$ cat src/rtl/pcore_if_pkg.sv
// -----------------------------------------------------------------------------
// pcore_if_pkg
// Shared pcore interface definitions: default magic addresses used by the
// test harness and the signature capture state type, plus the saturating
// counter helper used by the capture block.
// -----------------------------------------------------------------------------
package pcore_if_pkg;

  // Word addresses the core writes to emit signature data / request end of test.
  localparam logic [31:0] DEFAULT_SIG_ADDR  = 32'h8E00_0000;
  localparam logic [31:0] DEFAULT_HALT_ADDR = 32'h8F00_0000;

  localparam logic [15:0] SIG_COUNT_MAX = 16'hFFFF;

  typedef enum logic [1:0] {
    ST_RUN    = 2'd0,  // capturing signature writes
    ST_DRAIN  = 2'd1,  // halt requested, waiting for the buffer to empty
    ST_HALTED = 2'd2   // test complete, everything discarded until reset
  } cap_state_e;

  // Increment that sticks at the maximum instead of wrapping.
  function automatic logic [15:0] sat_inc16(input logic [15:0] value);
    return (value == SIG_COUNT_MAX) ? value : value + 16'd1;
  endfunction

endpackage

$ cat src/rtl/sig_capture_unit_fifo.sv
// -----------------------------------------------------------------------------
// sig_fifo
// Signature word buffer. Pointers carry one extra wrap bit so that full and
// empty are told apart without a separate occupancy counter. The head word is
// read straight from the storage registers, so it appears the cycle after a
// push into an empty buffer.
//
// Ports
//   clk, rst        clock, asynchronous active-high reset
//   push_i, data_i  write a word (ignored when full)
//   pop_i           remove the head word (ignored when empty)
//   data_o          head word
//   full_o, empty_o occupancy flags
//   count_o         current occupancy, 0..DEPTH
// -----------------------------------------------------------------------------
module sig_fifo #(
  parameter int WIDTH = 32,
  parameter int DEPTH = 8,                // power of two, at least 2
  localparam int AW   = $clog2(DEPTH)
) (
  input  logic             clk,
  input  logic             rst,
  input  logic             push_i,
  input  logic [WIDTH-1:0] data_i,
  input  logic             pop_i,
  output logic [WIDTH-1:0] data_o,
  output logic             full_o,
  output logic             empty_o,
  output logic [AW:0]      count_o
);

  logic [AW:0]      wr_ptr_q, wr_ptr_d;
  logic [AW:0]      rd_ptr_q, rd_ptr_d;
  logic [WIDTH-1:0] mem_q [DEPTH];
  logic [WIDTH-1:0] mem_d [DEPTH];
  logic             do_push;
  logic             do_pop;

  // Same index bits with opposite wrap bits means the writer is a full lap ahead.
  assign empty_o = (wr_ptr_q == rd_ptr_q);
  assign full_o  = (wr_ptr_q == {~rd_ptr_q[AW], rd_ptr_q[AW-1:0]});
  assign count_o = wr_ptr_q - rd_ptr_q;
  assign data_o  = mem_q[rd_ptr_q[AW-1:0]];

  assign do_push = push_i & ~full_o;
  assign do_pop  = pop_i & ~empty_o;

  always_comb begin
    // NOTE: every combinational output gets a default before any condition,
    // so no path leaves a value unassigned and no latch is inferred.
    mem_d    = mem_q;
    wr_ptr_d = wr_ptr_q;
    rd_ptr_d = rd_ptr_q;
    if (do_push) begin
      mem_d[wr_ptr_q[AW-1:0]] = data_i;
      wr_ptr_d                = wr_ptr_q + 1'b1;
    end
    if (do_pop) begin
      rd_ptr_d = rd_ptr_q + 1'b1;
    end
  end

  // NOTE: the storage is reset along with the pointers so the head word reads
  // as zero out of reset; that is only affordable because the buffer is tiny.
  always_ff @(posedge clk or posedge rst) begin
    if (rst) begin
      wr_ptr_q <= '0;
      rd_ptr_q <= '0;
      for (int i = 0; i < DEPTH; i++) begin
        mem_q[i] <= '0;
      end
    end else begin
      // NOTE: non-blocking assignments so every flop samples pre-edge values.
      wr_ptr_q <= wr_ptr_d;
      rd_ptr_q <= rd_ptr_d;
      mem_q    <= mem_d;
    end
  end

endmodule

$ cat src/rtl/sig_capture_unit.sv
// -----------------------------------------------------------------------------
// sig_capture_unit
// Snoops the core data bus for writes to two magic addresses. Writes to
// SIG_ADDR are buffered as signature words for a downstream consumer; a write
// to HALT_ADDR ends the test once every buffered word has been drained.
//
// Ports
//   clk, rst       clock, asynchronous active-high reset
//   req_valid_i    bus request valid
//   req_we_i       request is a write
//   req_addr_i     request byte address
//   req_wdata_i    write data
//   req_ready_o    request accepted this cycle (only ever low for a signature
//                  write that cannot be buffered)
//   sig_valid_o    signature word available
//   sig_data_o     head signature word
//   sig_ready_i    consumer takes the head word
//   halt_o         test complete and buffer drained, held until reset
//   sig_count_o    signature words accepted since reset, saturating
// -----------------------------------------------------------------------------
module sig_capture_unit
  import pcore_if_pkg::*;
#(
  parameter logic [31:0] SIG_ADDR   = DEFAULT_SIG_ADDR,
  parameter logic [31:0] HALT_ADDR  = DEFAULT_HALT_ADDR,
  parameter int          FIFO_DEPTH = 8
) (
  input  logic        clk,
  input  logic        rst,
  input  logic        req_valid_i,
  input  logic        req_we_i,
  input  logic [31:0] req_addr_i,
  input  logic [31:0] req_wdata_i,
  output logic        req_ready_o,
  output logic        sig_valid_o,
  output logic [31:0] sig_data_o,
  input  logic        sig_ready_i,
  output logic        halt_o,
  output logic [15:0] sig_count_o
);

  localparam int AW = $clog2(FIFO_DEPTH);

  cap_state_e  state_q, state_d;
  logic [15:0] count_q, count_d;

  logic        sig_hit;
  logic        halt_hit;
  logic        push;
  logic        pop;
  logic        fifo_full;
  logic        fifo_empty;
  logic [AW:0] fifo_count;

  assign sig_hit  = req_valid_i & req_we_i & (req_addr_i == SIG_ADDR);
  assign halt_hit = req_valid_i & req_we_i & (req_addr_i == HALT_ADDR);

  assign sig_valid_o = ~fifo_empty;
  assign pop         = sig_valid_o & sig_ready_i;
  assign halt_o      = (state_q == ST_HALTED);
  assign sig_count_o = count_q;

  always_comb begin
    state_d     = state_q;
    push        = 1'b0;
    req_ready_o = 1'b1;
    unique case (state_q)
      ST_RUN: begin
        if (sig_hit) begin
          // A full buffer stalls the writer; a pop this cycle does not free
          // the slot until the next one.
          req_ready_o = ~fifo_full;
          push        = ~fifo_full;
        end else if (halt_hit) begin
          // Skip DRAIN when nothing will be left after this edge.
          if (fifo_empty || (fifo_count == (AW+1)'(1) && pop)) begin
            state_d = ST_HALTED;
          end else begin
            state_d = ST_DRAIN;
          end
        end
      end
      ST_DRAIN: begin
        if (sig_hit) begin
          req_ready_o = 1'b0;
        end
        if (fifo_empty) begin
          state_d = ST_HALTED;
        end
      end
      ST_HALTED: begin
        // Everything accepted and dropped.
      end
      default: begin
        state_d = ST_RUN;
      end
    endcase
  end

  always_comb begin
    count_d = count_q;
    if (push) begin
      count_d = sat_inc16(count_q);
    end
  end

  always_ff @(posedge clk or posedge rst) begin
    if (rst) begin
      state_q <= ST_RUN;
      count_q <= '0;
    end else begin
      state_q <= state_d;
      count_q <= count_d;
    end
  end

  sig_fifo #(
    .WIDTH (32),
    .DEPTH (FIFO_DEPTH)
  ) u_sig_fifo (
    .clk     (clk),
    .rst     (rst),
    .push_i  (push),
    .data_i  (req_wdata_i),
    .pop_i   (pop),
    .data_o  (sig_data_o),
    .full_o  (fifo_full),
    .empty_o (fifo_empty),
    .count_o (fifo_count)
  );

endmodule

$ cat config.mk
export PLATFORM = sky130hd
export DESIGN_NAME = sig_capture_unit
export DESIGN_NICKNAME = d
export VERILOG_FILES = /design/src/rtl/pcore_if_pkg.sv /design/src/rtl/sig_capture_unit_fifo.sv /design/src/rtl/sig_capture_unit.sv
export SDC_FILE = /design/constraint.sdc
export NUM_CORES = 1
export LEC_CHECK = 0
export CAP_MARGIN = 10
export CELL_PAD_IN_SITES_DETAIL_PLACEMENT = 1
export CELL_PAD_IN_SITES_GLOBAL_PLACEMENT = 1
export CORE_UTILIZATION = 44
export CTS_CLUSTER_DIAMETER = 100
export DETAILED_ROUTE_END_ITERATION = 6
export GPL_ROUTABILITY_DRIVEN = 0
export GPL_TIMING_DRIVEN = 0
export PLACE_DENSITY_LB_ADDON = 0.3
export SLEW_MARGIN = 15
export SYNTH_ARGS = -nofsm -noshare
export SYNTH_HDL_FRONTEND = slang
export SYNTH_SLANG_ARGS = --single-unit
$ cat constraint.sdc
create_clock -name clk -period 9.5 [get_ports clk]
set_input_delay 1.9 -clock clk [delete_from_list [all_inputs] [get_ports clk]]
set_output_delay 1.9 -clock clk [all_outputs]
set_load 0.1 [all_outputs]
Yosys cells after proc, flatten, opt, wreduce, memory -nomap -nowiden. Cells that the tools add are included.

Bits in registers: 282. Input port bits: 69. Output and inout port bits: 51.

Add/sub/neg operators: 4. $lt $le $gt $ge: 3. Eq/ne operators: 11. Mux-type cells: 16. Bitwise logic cells: 13. Reductions and logical operators: 6.

Operators by type and width (count): $bwmux 256 (1); $bmux 32 s3 (1); $demux 32 s3 (1); $mux 32 (3); $eq 32x32->1 const B (2); $add 16x1->16 const B (1); $eq 16x16->1 const B (1); $add 4x1->4 const B (2); $eq 4x4->1 (2); $ge 4x4->1 const B (2); $mux 2 (4); $not 3->4 (2); $and 1x1->1 (6); $ne 2x2->1 const B (3); $pmux 2 s3 (1); $not 1->1 (5); $eq 4x1->1 const B (1); $lt 4x1->1 const B (1); $mux 1 (4); $reduce_and 4->1 (1); $sub 4x4->4 (1); $eq 2x1->1 const B (1); $eq 2x2->1 const B (1); $logic_and 1x1->1 (2); 4 further kinds (4).

Depth between registers and ports, before layout. Gate-level depths: netlist (run 1).

Depth in word-level cells: 9. Depth in mapped cells: 12. Depth with buffers taken out: 7.

Cells and area by module. Synthesis (run 1) repeated with hierarchy kept, for this count alone.

Cell total of the unflattened synthesis: 876. Area total of the unflattened synthesis: 13107.6 µm².

Modules (own cells, without submodules): sig_fifo (times used 1, cells each 779, area an instance 12007.8 µm²); sig_capture_unit (times used 1, cells each 97, area an instance 1099.8 µm²).

Worst setup path before layout (run 1). OpenSTA, ideal clock, no wires.

Path type: input-to-output. From: input port req_addr_i[20]. To: output port req_ready_o. Arrival: 3.257 ns. Required time: 7.600 ns. Slack: 4.343 ns. Stages on the path: 4. Cell sequence: nor4b_1 -> nand3_1 -> nor4_1 -> nand3b_1.

Cells in the longest elaborated chain, start to end: 4.

RTL lines: from (decl) (line sig_capture_unit.sv:32) `input logic [31:0] req_addr_i,`; $eq 32x32->1 (*) (line sig_capture_unit.sv:55) `assign sig_hit = req_valid_i & req_we_i & (req_addr_i == SIG_ADDR);`; $and 1x1->1 (*) (line sig_capture_unit.sv:55); $mux 1 (on tied branches) (line sig_capture_unit.sv:84, sig_capture_unit.sv:69); $pmux 1 s2 (*) (line sig_capture_unit.sv:67) `unique case (state_q)`; to (decl) (line sig_capture_unit.sv:34) `output logic req_ready_o,`.

Every way passes the cells marked *; elsewhere a longest branch is shown, timed or not.

Worst setup path after layout (run 1).
From: register u_sig_fifo.rd_ptr_q[1]. To: output port sig_valid_o.

Cells in the longest elaborated chain, start to end: 2.

RTL lines: from (decl) (line sig_capture_unit_fifo.sv:33) `logic [AW:0] rd_ptr_q, rd_ptr_d;`; from (signal assigned) (line sig_capture_unit_fifo.sv:75) `rd_ptr_q <= rd_ptr_d;`; $eq 4x4->1 (line sig_capture_unit_fifo.sv:40) `assign empty_o = (wr_ptr_q == rd_ptr_q);`; $not 1->1 (line sig_capture_unit.sv:58) `assign sig_valid_o = ~fifo_empty;`; to (decl) (line sig_capture_unit.sv:35) `output logic sig_valid_o,`.

No other way between the ends.

==> flow_metrics.tcl, run 1 <==
set metrics [dict create \
    status "finished, final reports clean" \
    rows 63 \
    grt_max_degree 36 \
    timing.rr.start "u_sig_fifo.rd_ptr_q[1]$_DFFE_PP0P_" \
    synthTopCellsByArea "dfrtp_1, mux4_2, mux2_4" \
    synthesis.nets 959 \
    synthCells 883 \
    post_cts_buffers 0 \
    via_per_inst 5.49 \
    power_density_nw_per_um2 182 \
    nNetsFinal 1120 \
    cellLeakagePower_nw 7.84 \
    drc 0 \
    crit_end "sig_valid_o" \
    final_common_cell "dfrtp_1" \
    placed_area_um2 15200 \
    synth_warnings 0 \
    num_io_pins 120 \
    insertedDiodeCount 0 \
    clk_latency_ns 0.56 \
    total_power_mw 2.96 \
    synth-xor-area-share 0.0157 \
    crit_type "flop to primary output" \
    startpoint "u_sig_fifo.rd_ptr_q[1]$_DFFE_PP0P_" \
    cts_tree "yes" \
    tightest_slew_ns 1.08 \
    dp_hpwl_um 21500 \
    synth_largest_area_cell "dfrtp_1" \
    die_area_um2 31100 \
    grt_pass1_vias 9246 \
    synth-simple-area-share 0.0678 \
    vdd_ir_drop_max_v 0.000159 \
    finalHoldViolations 0 \
    slew_headroom 0.282 \
    hp-class "flop to flop" \
    cp_data_required_time_ns 7.60 \
    yosysSeqAreaShare 0.527 \
    first_pass_iters 6 \
    postRouteAntennaNets 0 \
    netlist_area_um2 13400 \
    fmax_mhz 158 \
    finish.instance_area_um2 16300 \
    topRoutingLayerUsed "met4" \
    antenna_found_initial 0 \
    grt_usage 0.223 \
    synth_top_family_by_area "multiplexers" \
    fin_crit_ns 6.33 \
    rsz0062_at_grt "no" \
    ctsHtreeMaxLevel 1 \
    drive_gt1_frac 0.325 \
    synth_top_cell_area_share 0.527 \
    dr.first_iter.drc_count 418 \
    clkTransAtPathRegs_ns 0.06 \
    clockBufferDepth 3 \
    path_max_fanout 10 \
    hold_buffers 0 \
    whs_ns 0.483 \
    cts_inserted_buffers 31 \
    r2r_slack_ns 5.17 \
    r2r_cells 11 \
    wl_per_cell_um 22.3 \
    ctsResizeCount 0 \
    synth.avg_cell_area_um2 15.2 \
    endpoint_kind "primary output" \
    maxCapViolations 0 \
    initial_core_util 0.449 \
    final_cell_mix "dfrtp_1, clkdlybuf4s50_1, nand2_1" \
    die_x_um 176 \
    finalClockSkew_ns 0.0172 \
    dr_wl_met2_um 16400 \
    synth_seq_cells 282 \
    post-route-period-util 0.667 \
    root_buffer "clkbuf_16" \
    reg2reg_to "u_sig_fifo.mem_q[47]$_DFFE_PP0P_" \
    vias 7993 \
    met3_length_um 916 \
    overflow 0 \
    fillers 2873 \
    finalSetupViolCount 0 \
    cp.arrival_ns 4.43 \
    setup.worst_path.start_class "flop" \
    synthAdderAreaFrac 0.00711 \
    tns_ns 0 \
    setup_ws_ns 3.17 \
    core_um2 29800 \
    grt_pass1_wl_um 53700 \
    syn_to_final_growth_pct 21.7 \
    ys_types 42 \
    dp_slack_ns 3.44 \
    wirelength_met1_um 14700 \
    cts.sinks 282 \
    portBuffers 119 \
    synth_compound_area_frac 0.00458 \
    drt_wl_total_um 32500 \
    die_h_um 176 \
    slew_viol_final 0 \
    synthMuxAreaShare 0.348 \
]
==> synth_stat cells (all sizes together) <==
cell type and n:
or3b 1, or2 2, o31ai 1, nor4 9, and3 5, a21oi 2, nor2 5, xnor2 15
inv 8, or4 1, nand2 108, mux2 258, and4b 1, and2 1, and4 5, xor2 9
nor4bb 2, a21bo 1, nor3 7, mux4 64, ha 6, nand3 15, clkbuf 12, o2111ai 1
o21ai 5, nor4b 3, nand4 9, buf 40, nand3b 1, dfrtp 282, fa 1, nor2b 3
==> per-layer routing <==
| layer | vias up | track usage |
|---|---|---|
| met3 | 38 | 0.0265 |
| met4 | 0 | 0.0442 |
| met5 | - | 0 |
| met2 | 106 | 0.378 |
| met1 | 4311 | 0.309 |
| li1 | 3538 | - |
==> cell families (layout without fill, tap and decap cells) <==
logic type | Yosys count | count (layout)
buffers and inverters | 60 | 244
and+or+nand+nor | 178 | 178
muxes | 322 | 322
AOI/OAI and AO/OA | 10 | 10
DFF | 282 | 282
xor gates and xnor gates | 24 | 24
adders and majority gates | 7 | 7
==> registers in the layout, indices dropped and copies added (netlist names) <==
register,flops
u_sig_fifo.wr_ptr_q,4
sig_count_o,16
u_sig_fifo.rd_ptr_q,4
state_q,2
u_sig_fifo.mem_q,256
==> critical path, cell delays in order (launching register included) <==
cell             delay, ns
dfrtp_1               0.52
buf_1                 0.57
clkbuf_1              0.73
inv_1                 0.10
ha_1                  0.33
nand3_1               0.13
or2_2                 0.12
clkbuf_1              0.19
clkdlybuf4s50_1       1.18
==> through the flow <==
step	instances	util
2_1_floorplan	883	-
3_3_place_gp	1392	0.505
3_5_place_dp	1401	0.512
4_1_cts	1457	0.546
5_1_grt	1457	0.546
6_report	1457	0.546
==> layout make-up <==
class                           count  area (µm²)  area share
Sequential cell                   282        7060       0.434
Tap cell                          390         488      0.0300
Buffer                             52         359      0.0221
Timing Repair Buffer              128        1370      0.0843
Clock buffer                       44         915      0.0562
Clock inverter                     12         120     0.00738
Multi-Input combinational cell    541        5930       0.364
Inverter                            8        33.8     0.00208
==> power breakdown <==
group	internal, mW	total [mW]	switching [mW]	leakage (nW)
Clock	0.720	1.21	0.490	0.515
Sequential	1.21	1.23	0.0147	3.92
Combinational	0.187	0.525	0.339	3.40
Total	2.12	2.96	0.843	7.84
==> worst min path at each step <==
stage | from | to | cells after the start | slack [ns]
2_1_floorplan | u_sig_fifo.mem_q[56]$_DFFE_PP0P_ | u_sig_fifo.mem_q[56]$_DFFE_PP0P_ | 1 | 0.45
3_3_place_gp | u_sig_fifo.mem_q[60]$_DFFE_PP0P_ | u_sig_fifo.mem_q[60]$_DFFE_PP0P_ | 1 | 0.46
3_5_place_dp | u_sig_fifo.mem_q[60]$_DFFE_PP0P_ | u_sig_fifo.mem_q[60]$_DFFE_PP0P_ | 1 | 0.47
4_1_cts | u_sig_fifo.mem_q[60]$_DFFE_PP0P_ | u_sig_fifo.mem_q[60]$_DFFE_PP0P_ | 1 | 0.49
5_1_grt | u_sig_fifo.mem_q[60]$_DFFE_PP0P_ | u_sig_fifo.mem_q[60]$_DFFE_PP0P_ | 1 | 0.50
6_report | u_sig_fifo.mem_q[57]$_DFFE_PP0P_ | u_sig_fifo.mem_q[57]$_DFFE_PP0P_ | 1 | 0.48
(Power assumes the default switching activity.)
==> inputs of run 2 (changes only) <==
==> constraint.sdc (replaced) <==
create_clock -name clk -period 5.8 [get_ports clk]
set_input_delay 1.16 -clock clk [delete_from_list [all_inputs] [get_ports clk]]
set_output_delay 1.16 -clock clk [all_outputs]
set_load 0.1 [all_outputs]
==> run 2 against run 1 <==
  * Final cell count is the same
  * Worst hold slack is the same
  * Via count is the same
  * Critical path type unchanged
  * Die area is the same
  * Critical path depth is the same
  * Clock-buffer cell count is the same
  * Global-route usage is the same
  * Core utilization is essentially flat
  * Flip-flop and latch count is the same
  * Worst setup slack lost 2.9 ns
  * Sequential share of layout area is essentially flat
  * Sequential power grew 63%
==> flow_metrics.tcl, run 2 (synthesis results as in run 1) <==
set metrics [dict create \
    status "finished, final reports clean" \
    layout.cells.non_filler 1457 \
    clkTransAtPathRegs_ns 0.06 \
    root_buffer "clkbuf_16" \
    fillers 2874 \
    die_h_um 176 \
    power_density_nw_per_um2 298 \
    drc 0 \
    core_um2 29800 \
    drt_wl_total_um 32500 \
    finalSetupViolCount 0 \
    cts_inserted_buffers 31 \
    grt_max_degree 36 \
    post-route-period-util 0.950 \
    cp.arrival_ns 4.35 \
    clockBufferDepth 3 \
    post_cts_buffers 0 \
    final_common_cell "dfrtp_1" \
    syn_to_final_growth_pct 21.7 \
    largest-register "u_sig_fifo.mem_q" \
    overflow 0 \
    hold_buffers 0 \
    postRouteAntennaNets 0 \
    initial_core_util 0.449 \
    path_max_fanout 10 \
    vdd_ir_drop_max_v 0.000260 \
    clk_latency_ns 0.56 \
    drive_gt1_frac 0.325 \
    cts.sinks 282 \
    portBuffers 119 \
    grt_pass1_wl_um 53700 \
    setup.worst_path.start_class "flop" \
    total_power_mw 4.85 \
    vias 7993 \
    finalHoldViolations 0 \
    dp_hpwl_um 21500 \
    grt_pass1_vias 9246 \
    cp_data_required_time_ns 4.64 \
    rows 63 \
    placed_cells 1401 \
    crit_type "flop to primary output" \
    num_io_pins 120 \
    placed_area_um2 15200 \
    ctsHtreeMaxLevel 1 \
    maxCapViolations 0 \
    antenna_found_initial 0 \
    endpoint_kind "primary output" \
    dp_slack_ns 0.715 \
    crit_slowest_cell "clkdlybuf4s50_1" \
    cellLeakagePower_nw 7.84 \
    slew_headroom 0.282 \
    via_per_inst 5.49 \
    fmax_mhz 182 \
    tightest_slew_ns 1.08 \
    dr.first_iter.drc_count 418 \
    cts_tree "yes" \
    finish.instance_area_um2 16300 \
    insertedDiodeCount 0 \
    setup_ws_ns 0.291 \
    largest_reg_flops 256 \
    first_pass_iters 6 \
    hp-class "flop to flop" \
    grt_usage 0.223 \
    path_cells "buf_1 -> clkbuf_1 -> inv_1 -> ha_1 -> nand3_1 -> o21ai_0 -> nand3b_1 -> clkdlybuf4s50_1" \
    fin_crit_ns 5.51 \
    die_x_um 176 \
    critical_path.max_stage_delay_ns 1.15 \
    slew_viol_final 0 \
    whs_ns 0.483 \
    nNetsFinal 1120 \
    final_cell_mix "dfrtp_1, clkdlybuf4s50_1, nand2_1" \
    wl_per_cell_um 22.3 \
    finalClockSkew_ns 0.0172 \
    die_area_um2 31100 \
    rsz0062_at_grt "no" \
]
[run 2: cell type report]
class / count / area (µm²) / area share
timing repair buffer: 128 / 1370 / 0.0844
buffer: 52 / 359 / 0.0221
inverter: 8 / 33.8 / 0.00208
multi-input combinational: 541 / 5930 / 0.364
tap: 390 / 488 / 0.0300
sequential: 282 / 7060 / 0.434
clock inverter: 12 / 120 / 0.00738
clock buffer: 44 / 915 / 0.0562
[run 2: where the power goes]
part	total [mW]	switching, mW	internal [mW]
clock network	1.98	0.802	1.18
registers	2.01	0.0241	1.98
logic	0.860	0.554	0.306
[run 2: per-stage QoR]
step	setup TNS, ns	util
after detailed placement	0	0.512
after CTS	0	0.546
after global placement	-354.01	0.505
final	0	0.546
after floorplan	0	-
after global routing	0	0.546
[run 2: routing by layer]
metal | wire length [µm] | global-route usage | vias up
met1 | 14700 | 0.309 | 4311
li1 | - | - | 3538
met5 | 0 | 0 | -
met4 | 500 | 0.0442 | 0
met2 | 16400 | 0.378 | 106
met3 | 916 | 0.0265 | 38
[run 2: critical path: cells and delay by family (launching register included)]
family / cells / cell delay [ns]
fa+ha+maj: 1 / 0.33
compound gates: 1 / 0.14
simple gates: 2 / 0.24
buf+inv: 4 / 2.55
flops: 1 / 0.52
[run 2: worst paths after layout]
path / from / end / slack (ns) / cells past startpoint
setup / recovery: u_sig_fifo.rd_ptr_q[1]$_DFFE_PP0P_ / req_ready_o / 0.29 / 8
hold / removal: u_sig_fifo.mem_q[57]$_DFFE_PP0P_ / u_sig_fifo.mem_q[57]$_DFFE_PP0P_ / 0.48 / 1
setup reg to reg: u_sig_fifo.rd_ptr_q[1]$_DFFE_PP0P_ / u_sig_fifo.mem_q[47]$_DFFE_PP0P_ / 1.47 / 11
hold reg to reg: u_sig_fifo.mem_q[57]$_DFFE_PP0P_ / u_sig_fifo.mem_q[57]$_DFFE_PP0P_ / 0.48 / 1
max in group asynchronous: rst / u_sig_fifo.mem_q[155]$_DFFE_PP0P_ / 3.78 / 5
min in group asynchronous: rst / u_sig_fifo.mem_q[71]$_DFFE_PP0P_ / 1.00 / 2
[run 2: what timing repair did]
action                     in CTS  in global routing
resized for setup               0                  1
hold endpoints to repair        0                  0
setup endpoints to repair       0                  1
